`src/rtl/event_enc_pkg.sv`:
```
// Shared constants, FSM encoding and the one-hot helper for the event encoder.
package event_enc_pkg;

    localparam int N_DEF = 4;
    localparam int W_DEF = 2;
    localparam int MAX_N = 32;

    typedef enum logic {
        IDLE = 1'b0,
        HOLD = 1'b1
    } state_t;

    // Result is MAX_N wide; callers size-cast it down to their own line count.
    function automatic logic [MAX_N-1:0] onehot(input int unsigned idx);
        return MAX_N'(1) << idx;
    endfunction

endpackage

```
`src/rtl/prio_enc4.sv`:
```
// Combinational highest-index priority encoder with an any-bit flag.
module prio_enc4 #(
    parameter int N = 4,
    parameter int W = 2
) (
    input  logic [N-1:0] v,
    output logic [W-1:0] idx,
    output logic         any
);

    // Ascending scan, so the last (highest) set bit wins.
    always_comb begin
        idx = '0;
        for (int i = 0; i < N; i++) begin
            if (v[i]) begin
                idx = W'(i);
            end
        end
    end

    assign any = |v;

endmodule

```
`src/rtl/event_encoder.sv`:
```
// Collects request pulses and delivers their binary indices, highest first,
// over a valid/ready handshake; sticky ovf flags re-requests of pending lines.
module event_encoder
    import event_enc_pkg::*;
#(
    parameter int N = N_DEF,
    parameter int W = W_DEF
) (
    input  logic         clk,
    input  logic         rst_n,
    input  logic [N-1:0] y_in,
    output logic [W-1:0] s_out,
    output logic         valid,
    input  logic         ready,
    output logic [N-1:0] pending,
    output logic         ovf,
    input  logic         clr_ovf
);

    state_t         r_state;
    state_t         w_state_next;
    logic [W-1:0]   r_s_out;
    logic [W-1:0]   w_s_next;
    logic [N-1:0]   r_pending;
    logic           r_ovf;

    logic           w_accept;
    logic [N-1:0]   w_gmask;
    logic [N-1:0]   w_pend_next;
    logic           w_ovf_hit;
    logic [W-1:0]   w_idx_cur;
    logic           w_any_cur;
    logic [W-1:0]   w_idx_next;
    logic           w_any_next;

    assign w_accept    = (r_state == HOLD) && ready;
    assign w_gmask     = w_accept ? N'(onehot(32'(r_s_out))) : '0;
    assign w_pend_next = (r_pending & ~w_gmask) | y_in;
    // A line being granted this edge may be re-requested without overflow.
    assign w_ovf_hit   = |(y_in & r_pending & ~w_gmask);

    prio_enc4 #(.N(N), .W(W)) u_prio_cur (
        .v   (r_pending),
        .idx (w_idx_cur),
        .any (w_any_cur)
    );

    prio_enc4 #(.N(N), .W(W)) u_prio_next (
        .v   (w_pend_next),
        .idx (w_idx_next),
        .any (w_any_next)
    );

    always_comb begin
        w_state_next = r_state;
        w_s_next     = r_s_out;
        unique case (r_state)
            IDLE: begin
                if (w_any_cur) begin
                    w_s_next     = w_idx_cur;
                    w_state_next = HOLD;
                end
            end
            HOLD: begin
                // s_out is frozen until accepted, even if a higher line arrives.
                if (w_accept) begin
                    if (w_any_next) begin
                        w_s_next = w_idx_next;
                    end else begin
                        w_s_next     = '0;
                        w_state_next = IDLE;
                    end
                end
            end
            default: begin
                w_s_next     = '0;
                w_state_next = IDLE;
            end
        endcase
    end

    always_ff @(posedge clk or negedge rst_n) begin
        if (!rst_n) begin
            r_state   <= IDLE;
            r_s_out   <= '0;
            r_pending <= '0;
            r_ovf     <= 1'b0;
        end else begin
            r_state   <= w_state_next;
            r_s_out   <= w_s_next;
            r_pending <= w_pend_next;
            if (w_ovf_hit) begin
                r_ovf <= 1'b1;
            end else if (clr_ovf) begin
                r_ovf <= 1'b0;
            end
        end
    end

    assign s_out   = r_s_out;
    assign valid   = (r_state == HOLD);
    assign pending = r_pending;
    assign ovf     = r_ovf;

endmodule
```
`config.mk`:
```
export PLATFORM = sky130hd
export DESIGN_NAME = event_encoder
export DESIGN_NICKNAME = d
export VERILOG_FILES = /design/src/rtl/event_enc_pkg.sv /design/src/rtl/prio_enc4.sv /design/src/rtl/event_encoder.sv
export SDC_FILE = /design/constraint.sdc
export NUM_CORES = 1
export LEC_CHECK = 0
export ABC_CLOCK_PERIOD_IN_PS = 1100
export CAP_MARGIN = 10
export CORE_MARGIN = 10
export CORE_UTILIZATION = 32
export DETAILED_ROUTE_END_ITERATION = 12
export PLACE_DENSITY_LB_ADDON = 0.2
export SYNTH_ARGS = -nofsm -noshare
export SYNTH_HDL_FRONTEND = slang
export SYNTH_SLANG_ARGS = --single-unit
```
`constraint.sdc`:
```
create_clock -name clk -period 1.1 [get_ports clk]
set_input_delay 0.165 -clock clk [delete_from_list [all_inputs] [get_ports clk]]
set_output_delay 0.165 -clock clk [all_outputs]
set_load 0.005 [all_outputs]
```
==> results of run 1 <==
## worst reg2reg max path, cell delays in order (launching register included)
cell,delay (ns)
dfrtp_2,0.40
buf_6,0.12
nand4b_1,0.21
a21oi_2,0.20
o21ai_1,0.08
a22o_1,0.19
## per-stage QoR
stage | std cells | TNS, ns | hold slack [ns] | cell area (sq um) | total power (uW)
global placement | 82 | -2.81 | 0.485 | 676 | 501
CTS | 94 | -0.937 | 0.215 | 779 | 782
floorplan | 44 | -0.189 | -0.131 | 450 | 388
detailed placement | 82 | -3.08 | 0.488 | 676 | 504
global route | 96 | -1.22 | 0.223 | 828 | 843
finish | 96 | -0.934 | 0.202 | 828 | 804
## area by class of cell
| class | count | area (sq um) | share of cell area, % |
|---|---|---|---|
| clock buffers | 4 | 26.3 | 3.17 |
| inverters | 2 | 7.51 | 0.906 |
| multi-input cells | 33 | 270 | 32.6 |
| flip-flops and latches | 8 | 204 | 24.6 |
| well taps | 15 | 18.8 | 2.27 |
| repair buffers | 34 | 302 | 36.4 |
## layer usage
metal | vias up | part of all wire, %
li1 | 243 | -
met1 | 260 | 42
met2 | 22 | 47
met3 | 4 | 8.4
met4 | 0 | 2.6
met5 | - | 0
## cell usage in the layout, fill, tap and decap left out, drive strengths merged, types with 3 or more instances in the layout
cell type and instances:
nor2b 3, dfrtp 8, clkdlybuf4s50 6, nand3 3, a21o 3, clkbuf 4, nand2b 3, dlygate4sd2 6
nor2 3, a21oi 3, buf 20
## cell families after synthesis
kind of cell	after synthesis	share of synthesized area, %
simple gates	19	24.9
compound gates	14	24.6
buf+inv	3	4.34
flops	8	46.2
## how the worst max path moves through the flow
stage | to | slack, ns
global placement | valid | -0.44
CTS | s_out[0] | -0.19
finish | s_out[0] | -0.22
detailed placement | s_out[1] | -0.47
global route | s_out[0] | -0.24
floorplan | s_out[1] | -0.07
## power by group through the flow
stage	clock network, uW	logic, uW	registers (uW)
after floorplan	0	50.0	338
after global placement	0	164	338
after detailed placement	0	166	338
after CTS	257	204	321
after global routing	271	247	324
final	253	229	322
## timing repair
item,4_1_cts,5_1_grt
resized for setup,16,11
hold buffers,0,0
endpoints found under the setup margin,14,10
pin swaps,2,4
buffers inserted,8,2
## state kept, by name (all words and copies together) (netlist names)
signal and flops:
s_out 2, pending 4, valid 1, ovf 1
==> results.json, run 1 <==
{
  "grt_pass1_vias": 540,
  "period_share_pct": 120,
  "power.switching_uw": 221,
  "crit_arrival_ns": 1.45,
  "root_buffer": "clkbuf_4",
  "crit_fanout": 4,
  "cp_top_family": "compound AO/OA/AOI/OAI gates",
  "ys_ff_latch": 8,
  "clock_skew_ns": 0.000756,
  "fp-row-count": 13,
  "ant_nets": 0,
  "violations": "negative setup slack",
  "cp_num_cells": 5,
  "synth.area.top_cells": "dfrtp_1 (46%), nand2b_1 (4.3%), nor2b_1 (4.3%), a32oi_1 (4.0%), nand4b_1 (4.0%)",
  "path_clk_slew_ns": 0.06,
  "grtUsageMet2_pct": 14.9,
  "synth_common_cells": "dfrtp_1 (8), nand2b_1 (3), nand3_1 (3), nor2_1 (3), nor2b_1 (3)",
  "outcome": "finished, violations left",
  "setup_slack_ns": -0.216,
  "num_io_pins": 16,
  "synth_cell_types": 22,
  "drt_wl_total_microns": 1520,
  "drv_slew": 0,
  "mappedNetlistArea_sq_um": 433,
  "cts_buffer_depth": 2,
  "tritoncts": "built",
  "viasPerCell": 5.51,
  "grtUsageTotal_pct": 9.22,
  "via_count": 529,
  "drc_errors": 0,
  "synthCells": 44,
  "max_freq_ghz": 0.760,
  "drtPass1Iterations": 4,
  "cp.required_ns": 1.24,
  "power.leakage_uw": 0.000362,
  "grt_pass1_wl_microns": 2460,
  "relSlewSlack_pct": 73.2,
  "intPower_uw": 582,
  "power_density_mw_per_mm2": 971,
  "antenna_found_initial": 0,
  "syn_nets": 52,
  "endpoint_kind": "flop",
  "htreeDepth": 1,
  "dp_hpwl_microns": 1080,
  "critical_path_class": "flop to flop",
  "clock_sinks": 8,
  "grtUsageMet1_pct": 10.2,
  "ys_seq_area_share_pct": 46.2,
  "worstPathCellList": "buf_6 > nand4b_1 > a21oi_2 > o21ai_1 > a22o_1",
  "die-width_microns": 56.8,
  "num-fill-cells": 109,
  "startpoint": "s_out[1]",
  "busiest_layer": "met2",
  "post-route-min-period_ns": 1.32,
  "diodes": 0,
  "cp_slowest_cell": "dfrtp_2",
  "grt_overflow": 0,
  "cp_num_buf_inv": 1,
  "reg2reg_to": "s_out[0]",
  "drive_gt1_share_pct": 43.2,
  "synthMostInstantiatedCell": "dfrtp_1",
  "setup_viol": 7,
  "place_congestion": 0.858,
  "p_clk_share_pct": 31.5,
  "ys.flop_type": "dfrtp_1",
  "yosysWarnings": 0,
  "reg2reg_from": "s_out[1]",
  "combPwrFrac_pct": 28.5,
  "grt_max_degree": 10,
  "final_core_util_pct": 64.5,
  "portBuffers": 15,
  "hold_violations": 0,
  "peakVddDrop_mv": 0.475,
  "worstSetupStartpointType": "flop",
  "start_util_pct": 33.7,
  "yosysTopAreaCell": "dfrtp_1",
  "r2r_cells": 5,
  "grt_use_met3_pct": 4.04,
  "wire_per_inst_microns": 15.8,
  "syn_area_per_cell_sq_um": 9.84,
  "cts_buffers": 3,
  "dp_slack_ns": -0.474,
  "worstMarginPinSlew_ns": 0.401,
  "areaGrowthSynthToFinish_pct": 91.3,
  "rsz0062_at_grt": "yes",
  "critPathMaxStageDelay_ns": 0.40,
  "synth_edf_count": 0,
  "maxCapViolCount": 0,
  "die_y_microns": 56.8,
  "nets": 90,
  "switching_share_pct": 27.6,
  "synth_top_area_share_pct": 46.2,
  "rrSetupSlack_ns": -0.22,
  "clock_latency_ns": 0.25,
  "ys_async_sr_fraction_pct": 100,
  "dieArea_sq_mm": 0.00322,
  "hold_class": "input port to asynchronous set/reset pin",
  "first_iter_violations": 15,
  "power_frac_seq_pct": 40.1,
  "core_area_sq_mm": 0.00128
}
(Power assumes the default switching activity.)
==> run 2, diff against run 1 <==
- CAP_MARGIN: 10 -> default
- DONT_BUFFER_PORTS: default -> 1
- SYNTH_HIERARCHICAL: default -> 1
==> run 2 against run 1 <==
Compared with the run above:
- via count is 18% lower
- cell count is 13% lower
- worst hold slack worse by 0.13 ns
- core utilization is 10 points lower
- synthesized cell count is 6.8% lower
- sequential cell count stayed put
- highest routed layer unchanged
- register-to-register slack worse by 0.44 ns
- critical endpoint unchanged
- wire length is 9.6% lower
- die area stayed put
- the run still ends with negative setup slack left
- global-route usage is 0.56 points lower
- fmax is 25% lower
==> results.json, run 2 <==
{
  "fp-row-count": 13,
  "period_share_pct": 159,
  "cts_buffer_depth": 2,
  "r2r_cells": 6,
  "grt_pass1_vias": 515,
  "mappedNetlistArea_sq_um": 433,
  "worstPathCellList": "nand4_1 > a21o_2 > or2_4 > or3_4 > a21o_1 > o221a_2",
  "grt_pass1_wl_microns": 2260,
  "min_path_cells": 1,
  "htreeDepth": 1,
  "worstSetupStartpointType": "flop",
  "layout_commonest_cell": "buf_4",
  "drt_wl_total_microns": 1370,
  "violations": "negative setup slack",
  "syn_nets": 49,
  "worstMarginPinSlew_ns": 0.380,
  "setup_viol": 6,
  "finalSetupTns_ns": -2.05,
  "crit_arrival_ns": 1.90,
  "num_io_pins": 16,
  "path_clk_slew_ns": 0.06,
  "cp_slowest_cell": "dfrtp_1",
  "peakVddDrop_mv": 0.386,
  "grt_max_degree": 9,
  "place_congestion": 0.779,
  "root_buffer": "clkbuf_4",
  "cp.required_ns": 1.24,
  "maxCapViolCount": 0,
  "die_y_microns": 56.8,
  "post-route-min-period_ns": 1.75,
  "die-width_microns": 56.8,
  "drtPass1Iterations": 4,
  "dp_slack_ns": -0.644,
  "syn_area_per_cell_sq_um": 10.6,
  "hold_violations": 0,
  "wire_per_inst_microns": 16.3,
  "final_cell_mix": "buf_4 (20), dfrtp_1 (7), a21o_1 (5), inv_1 (4)",
  "yosysTopAreaCell": "dfrtp_1",
  "power_density_mw_per_mm2": 1080,
  "ant_nets": 0,
  "drv_slew": 0,
  "first_iter_violations": 3,
  "yosysWarnings": 6,
  "ys.flop_type": "dfrtp_1",
  "setup_slack_ns": -0.652,
  "endpoint_kind": "flop",
  "clock_skew_ns": 0.00531,
  "grtUsageTotal_pct": 8.66,
  "tritoncts": "built",
  "ys_ff_latch": 8,
  "ys_async_sr_fraction_pct": 100,
  "core_area_sq_mm": 0.00128,
  "critical_path_class": "flop to flop",
  "diodes": 0,
  "largest_register_ffs": 4,
  "areaGrowthSynthToFinish_pct": 60.7,
  "viasPerCell": 5.18,
  "critPathMaxStageDelay_ns": 0.40,
  "outcome": "finished, violations left",
  "synth_cell_types": 19,
  "cts_buffers": 3,
  "clock_sinks": 8,
  "synthMostInstantiatedCell": "dfrtp_1",
  "via_count": 435,
  "relSlewSlack_pct": 74.6,
  "synth_common_cells": "dfrtp_1 (8), a21o_1 (5), inv_1 (4)",
  "synth_top_area_share_pct": 46.2,
  "dp_hpwl_microns": 1130,
  "ys_seq_area_share_pct": 46.2,
  "synthCells": 41,
  "grt_overflow": 0,
  "multi_input_area_sq_um": 240,
  "clock_latency_ns": 0.26,
  "cp_num_cells": 6,
  "cp_top_family": "simple AND/OR/NAND/NOR gates",
  "crit_fanout": 3,
  "rsz0062_at_grt": "yes",
  "portBuffers": 0,
  "drc_errors": 0,
  "hold_class": "input port to flop",
  "synth_edf_count": 0,
  "layout.area.seq_sq_um": 201,
  "cp_num_buf_inv": 0,
  "max_freq_ghz": 0.571,
  "final_core_util_pct": 54.1,
  "synth.area.top_cells": "dfrtp_1 (46%), a21o_1 (8.7%), o221a_2 (5.2%), o311ai_2 (3.8%), inv_1 (3.5%)",
  "dieArea_sq_mm": 0.00322,
  "start_util_pct": 33.7,
  "power.leakage_uw": 0.000319,
  "num-fill-cells": 122,
  "drive_gt1_share_pct": 53.6,
  "nets": 78,
  "antenna_found_initial": 0
}
run 2: path summary, 6_finish.rpt:
path,start,endpoint,slack (ns)
worst max-delay path,valid,s_out[0],-0.65
worst min-delay path,y_in[0],pending[0],0.07
worst max register to register,valid,s_out[0],-0.65
worst min register to register,ovf,ovf,0.52
max in group asynchronous,rst_n,s_out[0],0.55
min in group asynchronous,rst_n,pending[1],0.26
run 2: final cells by class:
class	instances	share of cell area [%]
sequential	8	29.0
multi-input combinational	29	34.5
inverter	4	2.16
timing repair buffer	24	27.9
tap	15	2.70
clock buffer	4	3.78
run 2: what timing repair did:
item                       in CTS  in global routing
setup buffers                   5                  2
setup endpoints to repair       7                  8
hold buffers                    1                  0
gates resized for setup         6                  5
hold endpoints to repair        8                  0
pin swaps                       4                  5
run 2: metal layers:
metal	track usage (%)	vias up	wire length, microns
li1	-	209	-
met1	7.61	209	519
met3	5.39	2	172
met5	0	-	0
met2	14.6	15	657
met4	5.37	0	23
run 2: cell families (layout without fill, tap and decap cells):
group | after synthesis | count (layout) | share of synthesized area (%)
DFF | 8 | 8 | 46.2
and+or+nand+nor | 15 | 15 | 22.8
AOI/OAI and AO/OA | 14 | 14 | 27.5
buffers and inverters | 4 | 32 | 3.47
run 2: metrics by stage:
step | total power, uW | hold slack, ns | std cells | area (sq um)
after floorplan | 389 | -0.131 | 41 | 434
after global placement | 467 | -0.130 | 77 | 611
after detailed placement | 471 | -0.130 | 77 | 611
after CTS | 773 | 0.0501 | 86 | 697
after global routing | 794 | 0.0632 | 84 | 696
final | 754 | 0.0676 | 84 | 696
run 2: where the power goes:
group	total (uW)	internal [uW]	switching (uW)
registers	326	311	15.5
clock network	255	140	115
logic	173	104	68.6
total	754	554	199
